## config.mk

```make
export PLATFORM = sky130hd
export DESIGN_NAME = multi_cycle_control
export DESIGN_NICKNAME = d
export VERILOG_FILES = /design/src/rtl/multi_cycle_control.sv
export SDC_FILE = /design/constraint.sdc
export NUM_CORES = 1
export LEC_CHECK = 0
export CAP_MARGIN = 10
export CORE_MARGIN = 2
export CORE_UTILIZATION = 37
export DETAILED_ROUTE_END_ITERATION = 16
export PLACE_DENSITY = 0.83
export SLEW_MARGIN = 20
export SYNTH_ARGS = -nofsm -noshare
export SYNTH_HDL_FRONTEND = slang
export SYNTH_SLANG_ARGS = --single-unit
```

## constraint.sdc

```tcl
create_clock -name clk -period 1.75 [get_ports clk]
set_input_delay 0.35 -clock clk [delete_from_list [all_inputs] [get_ports clk]]
set_output_delay 0.35 -clock clk [all_outputs]
set_load 0.01 [all_outputs]
```

## src/rtl/multi_cycle_control.sv

```systemverilog
// ---------------------------------------------------------------------------
// multi_cycle_control
//
// Main control FSM for a multi-cycle MIPS-style datapath. It sequences each
// instruction through fetch, decode and one to three execution states, and
// drives the datapath mux selects and write enables from the current state.
//
// Parameters
//   WAIT_MEM   1: FETCH and MEMRD hold until mem_ready is high.
//              0: mem_ready is ignored and treated as always high.
//
// Ports
//   clk          system clock, all state changes on the rising edge
//   rst          asynchronous, active-low reset (forces INIT)
//   op           opcode field IR[31:26]
//   mem_ready    memory read data valid this cycle
//   PCWriteCond  conditional PC write (branch)
//   PCWrite      unconditional PC write
//   IorD         memory address select: 0 = PC, 1 = ALUOut
//   MemRead      memory read strobe
//   MemWrite     memory write strobe
//   MemToReg     register write data: 0 = MDR, 1 = ALUOut
//   IRWrite      instruction register load
//   ALUSrcA      ALU A operand: 0 = PC, 1 = Rdata1
//   RegWrite     register file write enable
//   RegDst       destination register: 0 = IR[20:16], 1 = IR[15:11]
//   ALUop        00 add, 01 sub, 10 funct-decoded
//   ALUSrcB      00 Rdata2, 01 const 4, 10 sign-ext imm, 11 sign-ext imm<<2
//   PCSource     00 ALU result, 01 ALUOut, 10 jump target
//   state        current state code, for debug
//   illegal_op   one-cycle pulse the cycle after decoding an unknown opcode
// ---------------------------------------------------------------------------
module multi_cycle_control #(
    parameter int unsigned WAIT_MEM = 1
) (
    input  logic       clk,
    input  logic       rst,
    input  logic [5:0] op,
    input  logic       mem_ready,
    output logic       PCWriteCond,
    output logic       PCWrite,
    output logic       IorD,
    output logic       MemRead,
    output logic       MemWrite,
    output logic       MemToReg,
    output logic       IRWrite,
    output logic       ALUSrcA,
    output logic       RegWrite,
    output logic       RegDst,
    output logic [1:0] ALUop,
    output logic [1:0] ALUSrcB,
    output logic [1:0] PCSource,
    output logic [3:0] state,
    output logic       illegal_op
);

    typedef enum logic [3:0] {
        S_FETCH  = 4'd0,
        S_DECODE = 4'd1,
        S_MEMADR = 4'd2,
        S_MEMRD  = 4'd3,
        S_MEMWB  = 4'd4,
        S_MEMWR  = 4'd5,
        S_EXEC   = 4'd6,
        S_RWB    = 4'd7,
        S_BRANCH = 4'd8,
        S_JUMP   = 4'd9,
        S_ADDIEX = 4'd10,
        S_ADDIWB = 4'd11,
        S_INIT   = 4'd15
    } state_t;

    localparam logic [5:0] OP_RTYPE = 6'b000000;
    localparam logic [5:0] OP_LW    = 6'b100011;
    localparam logic [5:0] OP_SW    = 6'b101011;
    localparam logic [5:0] OP_BEQ   = 6'b000100;
    localparam logic [5:0] OP_J     = 6'b000010;
    localparam logic [5:0] OP_ADDI  = 6'b001000;

    state_t state_q, state_d;
    logic   illegal_op_q, illegal_op_d;
    logic   mem_ok;

    // With WAIT_MEM = 0 the memory is assumed to answer in a single cycle.
    assign mem_ok = (WAIT_MEM != 0) ? mem_ready : 1'b1;

    // NOTE: sequential state uses non-blocking assignments so every flop
    // samples the pre-edge values, independent of process ordering.
    always_ff @(posedge clk or negedge rst) begin
        if (!rst) begin
            state_q      <= S_INIT;
            illegal_op_q <= 1'b0;
        end else begin
            state_q      <= state_d;
            illegal_op_q <= illegal_op_d;
        end
    end

    // Next-state and output decode. Reset drives state_q to INIT
    // asynchronously, and INIT decodes to all-zero outputs, so no write
    // enable can be active while rst is low.
    always_comb begin
        // NOTE: every signal gets a default before the case so no path
        // leaves one unassigned, which would infer a latch.
        state_d      = state_q;
        illegal_op_d = 1'b0;
        PCWriteCond  = 1'b0;
        PCWrite      = 1'b0;
        IorD         = 1'b0;
        MemRead      = 1'b0;
        MemWrite     = 1'b0;
        MemToReg     = 1'b0;
        IRWrite      = 1'b0;
        ALUSrcA      = 1'b0;
        RegWrite     = 1'b0;
        RegDst       = 1'b0;
        ALUop        = 2'b00;
        ALUSrcB      = 2'b00;
        PCSource     = 2'b00;

        case (state_q)
            S_INIT: begin
                state_d = S_FETCH;
            end

            S_FETCH: begin
                // PC+4 and the IR load only commit once the read data is valid.
                MemRead = 1'b1;
                ALUSrcB = 2'b01;
                PCWrite = mem_ok;
                IRWrite = mem_ok;
                if (mem_ok) state_d = S_DECODE;
            end

            S_DECODE: begin
                // Branch target precomputed into ALUOut while decoding.
                ALUSrcB = 2'b11;
                case (op)
                    OP_RTYPE:     state_d = S_EXEC;
                    OP_LW, OP_SW: state_d = S_MEMADR;
                    OP_BEQ:       state_d = S_BRANCH;
                    OP_J:         state_d = S_JUMP;
                    OP_ADDI:      state_d = S_ADDIEX;
                    default: begin
                        state_d      = S_FETCH;
                        illegal_op_d = 1'b1;
                    end
                endcase
            end

            S_MEMADR: begin
                ALUSrcA = 1'b1;
                ALUSrcB = 2'b10;
                state_d = (op == OP_LW) ? S_MEMRD : S_MEMWR;
            end

            S_MEMRD: begin
                MemRead = 1'b1;
                IorD    = 1'b1;
                if (mem_ok) state_d = S_MEMWB;
            end

            S_MEMWB: begin
                RegWrite = 1'b1;
                state_d  = S_FETCH;
            end

            S_MEMWR: begin
                MemWrite = 1'b1;
                IorD     = 1'b1;
                state_d  = S_FETCH;
            end

            S_EXEC: begin
                ALUSrcA = 1'b1;
                ALUop   = 2'b10;
                state_d = S_RWB;
            end

            S_RWB: begin
                RegWrite = 1'b1;
                RegDst   = 1'b1;
                MemToReg = 1'b1;
                state_d  = S_FETCH;
            end

            S_BRANCH: begin
                ALUSrcA     = 1'b1;
                ALUop       = 2'b01;
                PCWriteCond = 1'b1;
                PCSource    = 2'b01;
                state_d     = S_FETCH;
            end

            S_JUMP: begin
                PCWrite  = 1'b1;
                PCSource = 2'b10;
                state_d  = S_FETCH;
            end

            S_ADDIEX: begin
                ALUSrcA = 1'b1;
                ALUSrcB = 2'b10;
                state_d = S_ADDIWB;
            end

            S_ADDIWB: begin
                RegWrite = 1'b1;
                MemToReg = 1'b1;
                state_d  = S_FETCH;
            end

            // Unused codes 12-14 recover to FETCH with all outputs low.
            default: begin
                state_d = S_FETCH;
            end
        endcase
    end

    assign state      = state_q;
    assign illegal_op = illegal_op_q;

endmodule

```

# Word level (Yosys, flattened, before mapping)
# Index checks and enable logic that the tools add are counted.
# totals
regBits	5
output_inout_bits	21
wordCells	51
# classes
eq_ne	18
n_mux	20
reduce_logical	11
# ops
cell	n
$pmux W4 S6	1
$pmux W4 S5	1
$eq A4 B3 Y1 const B	4
$eq A4 B4 Y1 const B	4
$eq A6 B6 Y1 const B	2
$mux W1	11
$reduce_or A2 Y1	5
$eq A4 B2 Y1 const B	2
$mux W4	2
$pmux W2 S2	2
$eq A6 B2 Y1 const B	1
$eq A6 B3 Y1 const B	1
$eq A6 B4 Y1 const B	1
$logic_not A6 Y1	1
$pmux W2 S3	1
$reduce_or A6 Y1	1
$eq A4 B1 Y1 const B	1
$logic_not A4 Y1	1
$ne A2 B2 Y1 const B	2
$reduce_or A4 Y1	1
$mux W3	1
$reduce_or A3 Y1	1
$pmux W1 S2	1
$reduce_and A2 Y1	1

# Longest topological paths before layout
# depth
word_depth	4
depth_mapped	4
ltp_nobuf	3

# Least setup slack after synthesis
# No wires, ideal clock.
# synth_timing
kind	register to output
startpoint	register state_q[2] (netlist: state[2])
endpoint	output port RegWrite
arrival_ps	1302
setup_slack_ps	98
stages_incl_launch_ff	5
path_buffers	1
cell_sequence	dfstp_2 buf_4 nand2b_1 a21oi_1 o21bai_1
# synth_between
elab_chain_len	3
# synth_lines
item	line	text
start: declaration	80	state_t state_q, state_d;
start signal: assignment	94	state_q <= state_d;
$eq A4 B3 Y1 / $eq A4 B4 Y1 (equally long branches)	121	case (state_q)
$reduce_or A3 Y1 (no source line) *	n/a	
$mux W1 *	121	
end: declaration	48	output logic RegWrite,
# Mark *: on every way between the ends. The rest lies on a longest branch, timed or not.

# Final worst setup path
# layout_timing
startpoint	register state_q[1] (netlist: state[1])
endpoint	output port IRWrite
# layout_between
elab_chain_len	2
# layout_lines
item	line	text
$logic_not A4 Y1	121	
$mux W1	121	
end: declaration	46	output logic IRWrite,
# No other way between the ends.

==> summary.txt <==
Pwr
  – Peak supply drop: 0.423 mV
  – Leak: 0.000486 uW
  – Sw power: 155 uW
  – Int Pwr: 328 uW
  – Clock power share: 27.2%
  – Seq pwr share: 28.8%
  – Power density cells: 457 nW/um^2
  – Combinational power share: 44.1%
  – Sw frac: 32.1%

Drt
  – Vias: 745
  – Vias per inst: 5.36
  – # DRC: 0
  – 1st-iter DRT viols: 21
  – DRT Wirelength: 2100 microns
  – Antenna-violating nets left: 0
  – WL per Instance: 15.1 microns
  – 1st-pass router iterations: 4

Run status
  – Failing checks: negative setup slack
  – Status: complete, but fails checks

Place
  – Post-place setup slack: -0.389 ns
  – IO Port Bufs: 29
  – DP HPWL: 1420 microns
  – Post-Place Cells: 129
  – RD Place Congestion: 0.884

Global routing
  – Antenna violations before repair: 0
  – Largest net degree at the start of global routing: 9
  – Total grt overflow: 0
  – Met1 Resource Use GR: 26.1%
  – Most Used Layer, Global Route: met2
  – Routing usage on met2: 43.4%
  – Met3 Use GR: 2.59%
  – First-pass GRT wire length: 3170 microns
  – Total GRT Usage: 22.7%
  – Vias in the first global route: 728

Die
  – Die area: 1810 sq um
  – Die X: 42.6 microns
  – Rows: 13
  – Core ar.: 1350 sq um
  – Num ports: 30
  – Initial Utilization: 40.8%
  – Chip Height: 42.6 microns

CTS
  – Longest Clk Path Bufs: 2
  – Clk sink count: 5
  – Inserted Clock Buffers: 3
  – CTS tree: done
  – Clk Latency, worst-skew pair: 0.24 ns
  – Root Buffer: clkbuf_4
  – CTS Hold Bufs: 0
  – Clk pin slew, worst setup/hold paths: 0.04 ns
  – Htree depth: 1

Finish
  – Non-Filler Instances: 139
  – Layout area overhead: 91.8%
  – Core Util, Final: 78.2%
  – Nets: 134
  – Most frequent cells in the layout: 19 x buf_4, 13 x buf_2, 9 x nor2_1, 9 x clkdlybuf4s50_1, 8 x buf_6
  – Commonest non-fill, non-tap cell in the layout: buf_4
  – N_diodes: 0
  – Layout cells sized above 1: 51.6%

STA
  – Final worst path period need: 1.79 ns
  – Slew Limit Headroom: 77.7%
  – Skew final: 0.00562 ns
  – Final period util: 102%
  – Worst-margin pin slew: 0.333 ns
  – Setup TNS: -0.0919 ns
  – Highest clock rate: 0.558 GHz
  – Hold Vio Cnt, Final: 0
  – Final setup viols: 3
  – Slew Viols, Final: 0
  – Fin Hold WS: 0.324 ns
  – RSZ-0062 raised after global routing: true
  – Setup ws final: -0.0429 ns

Critical path
  – Cell depth of the worst flop-to-flop path: 4
  – Worst setup EP type: output port
  – Highest fanout seen on the critical path: 5
  – FF-to-FF setup slack: 0.06 ns
  – Arrival time at the worst endpoint: 1.44 ns
  – Kind of critical path: flop to output port
  – Setup crit start kind: flop
  – Worst r2r src: state[0]$_DFFE_PN1P_
  – Critical R2R Capture: state[0]$_DFFE_PN1P_
  – CP Data Required Time: 1.40 ns

Synth
  – Unique cell type count in the Yosys netlist: 36
  – Flops & latches, synth: 5
  – Synthesized instance count: 70
  – Syn avg cell area: 7.86 sq um
  – Share of the synthesized area in the top cell type: 19.1%
  – Sequential area share after synthesis: 23.6%
  – Yosys warnings: 0
  – Largest area contributor in the netlist: dfstp_2
  – Synth Net Count: 79
  – Top post-synthesis cells by area: dfstp_2 19%, nor2_1 6.8%, dfrtp_1 4.5%
  – Cell Area, Synth: 551 sq um

Flow run
  – Max-Cap Viols: 0

Worst hold path
  – Hold WC Path Type: input port to asynchronous set/reset pin
area by class of cell:
| type | count | area (sq um) |
|---|---|---|
| Fill cell | 88 | 294 |
| Timing Repair Buffer | 56 | 442 |
| Clock buffer | 4 | 26.3 |
| Sequential cell | 5 | 130 |
| Multi-Input combinational cell | 59 | 439 |
| Tap cell | 15 | 18.8 |
kinds of logic (layout without fill, tap and decap cells):
group | count (synthesis) | count (layout) | synth area share [%]
compound gates | 18 | 18 | 25.2
xor+xnor | 3 | 3 | 4.77
buf+inv | 6 | 60 | 6.82
flops | 5 | 5 | 23.6
simple gates | 38 | 38 | 39.5
per-layer routing:
layer / vias up / wire length, microns / part of all wire, %
li1: 366 / - / -
met1: 351 / 832 / 40
met5: - / 0 / 0
met3: 2 / 81 / 3.9
met2: 26 / 1170 / 56
met4: 0 / 18 / 0.86
through the flow:
step | power [uW] | area, sq um
final | 483 | 1060
after global routing | 507 | 1060
after CTS | 470 | 1050
after detailed placement | 337 | 980
after global placement | 330 | 980
after floorplan | 222 | 551
worst max-delay path by stage:
stage	startpoint	end	slack, ns	cells past startpoint
final	state[1]$_DFFE_PN1P_	IRWrite	-0.04	4
after global routing	state[1]$_DFFE_PN1P_	IRWrite	-0.08	4
after CTS	state[3]$_DFFE_PN1P_	RegWrite	-0.08	5
after detailed placement	mem_ready	PCWrite	-0.39	5
after global placement	mem_ready	PCWrite	-0.32	5
after floorplan	state[2]$_DFFE_PN1P_	RegWrite	0.1	4
state kept, by name, indices dropped and copies added (netlist names):
signal	flops
illegal_op	1
state	4
what timing repair did:
item,CTS,global route
gates resized for setup,69,15
pin swaps,0,2
setup buffers,5,1
endpoints found under the setup margin,19,9
hold endpoints to repair,0,0
power by group through the flow:
stage / Combinational (uW) / Clock [uW] / Sequential (uW)
2_1_floorplan: 84.5 / 0 / 137
3_3_place_gp: 193 / 0 / 137
3_5_place_dp: 199 / 0 / 138
4_1_cts: 200 / 133 / 137
5_1_grt: 229 / 139 / 139
6_report: 213 / 131 / 139
worst max-delay path, stage by stage, from the launching register on:
cell and delay, ns:
dfstp_2 0.58, buf_4 0.16, or2_4 0.14, nor2_1 0.05
dlygate4sd2_1 0.27
cells in the mapped netlist:
library cell  number
nor2_1            10
nand2_1            5
dfstp_2            4
nand2b_1           4
nor3_1             4
buf_2              3
buf_4              3
nor2b_1            3
nor3b_1            3
o21ai_0            3
a21oi_1            2
xor2_1             2
a22oi_1            1
a32oi_1            1
a41oi_1            1
and3_1             1
and3_2             1
dfrtp_1            1
nand3_1            1
nand3b_1           1
nand4_1            1
nand4b_2           1
nor2_4             1
nor3_2             1
o2111ai_1          1
o211ai_1           1
o21a_1             1
o21bai_1           1
o221ai_2           1
o22ai_1            1
o2bb2ai_1          1
o311a_1            1
o311ai_1           1
o32ai_1            1
or2_1              1
xnor2_1            1
Power figures use the tool's default switching activity.
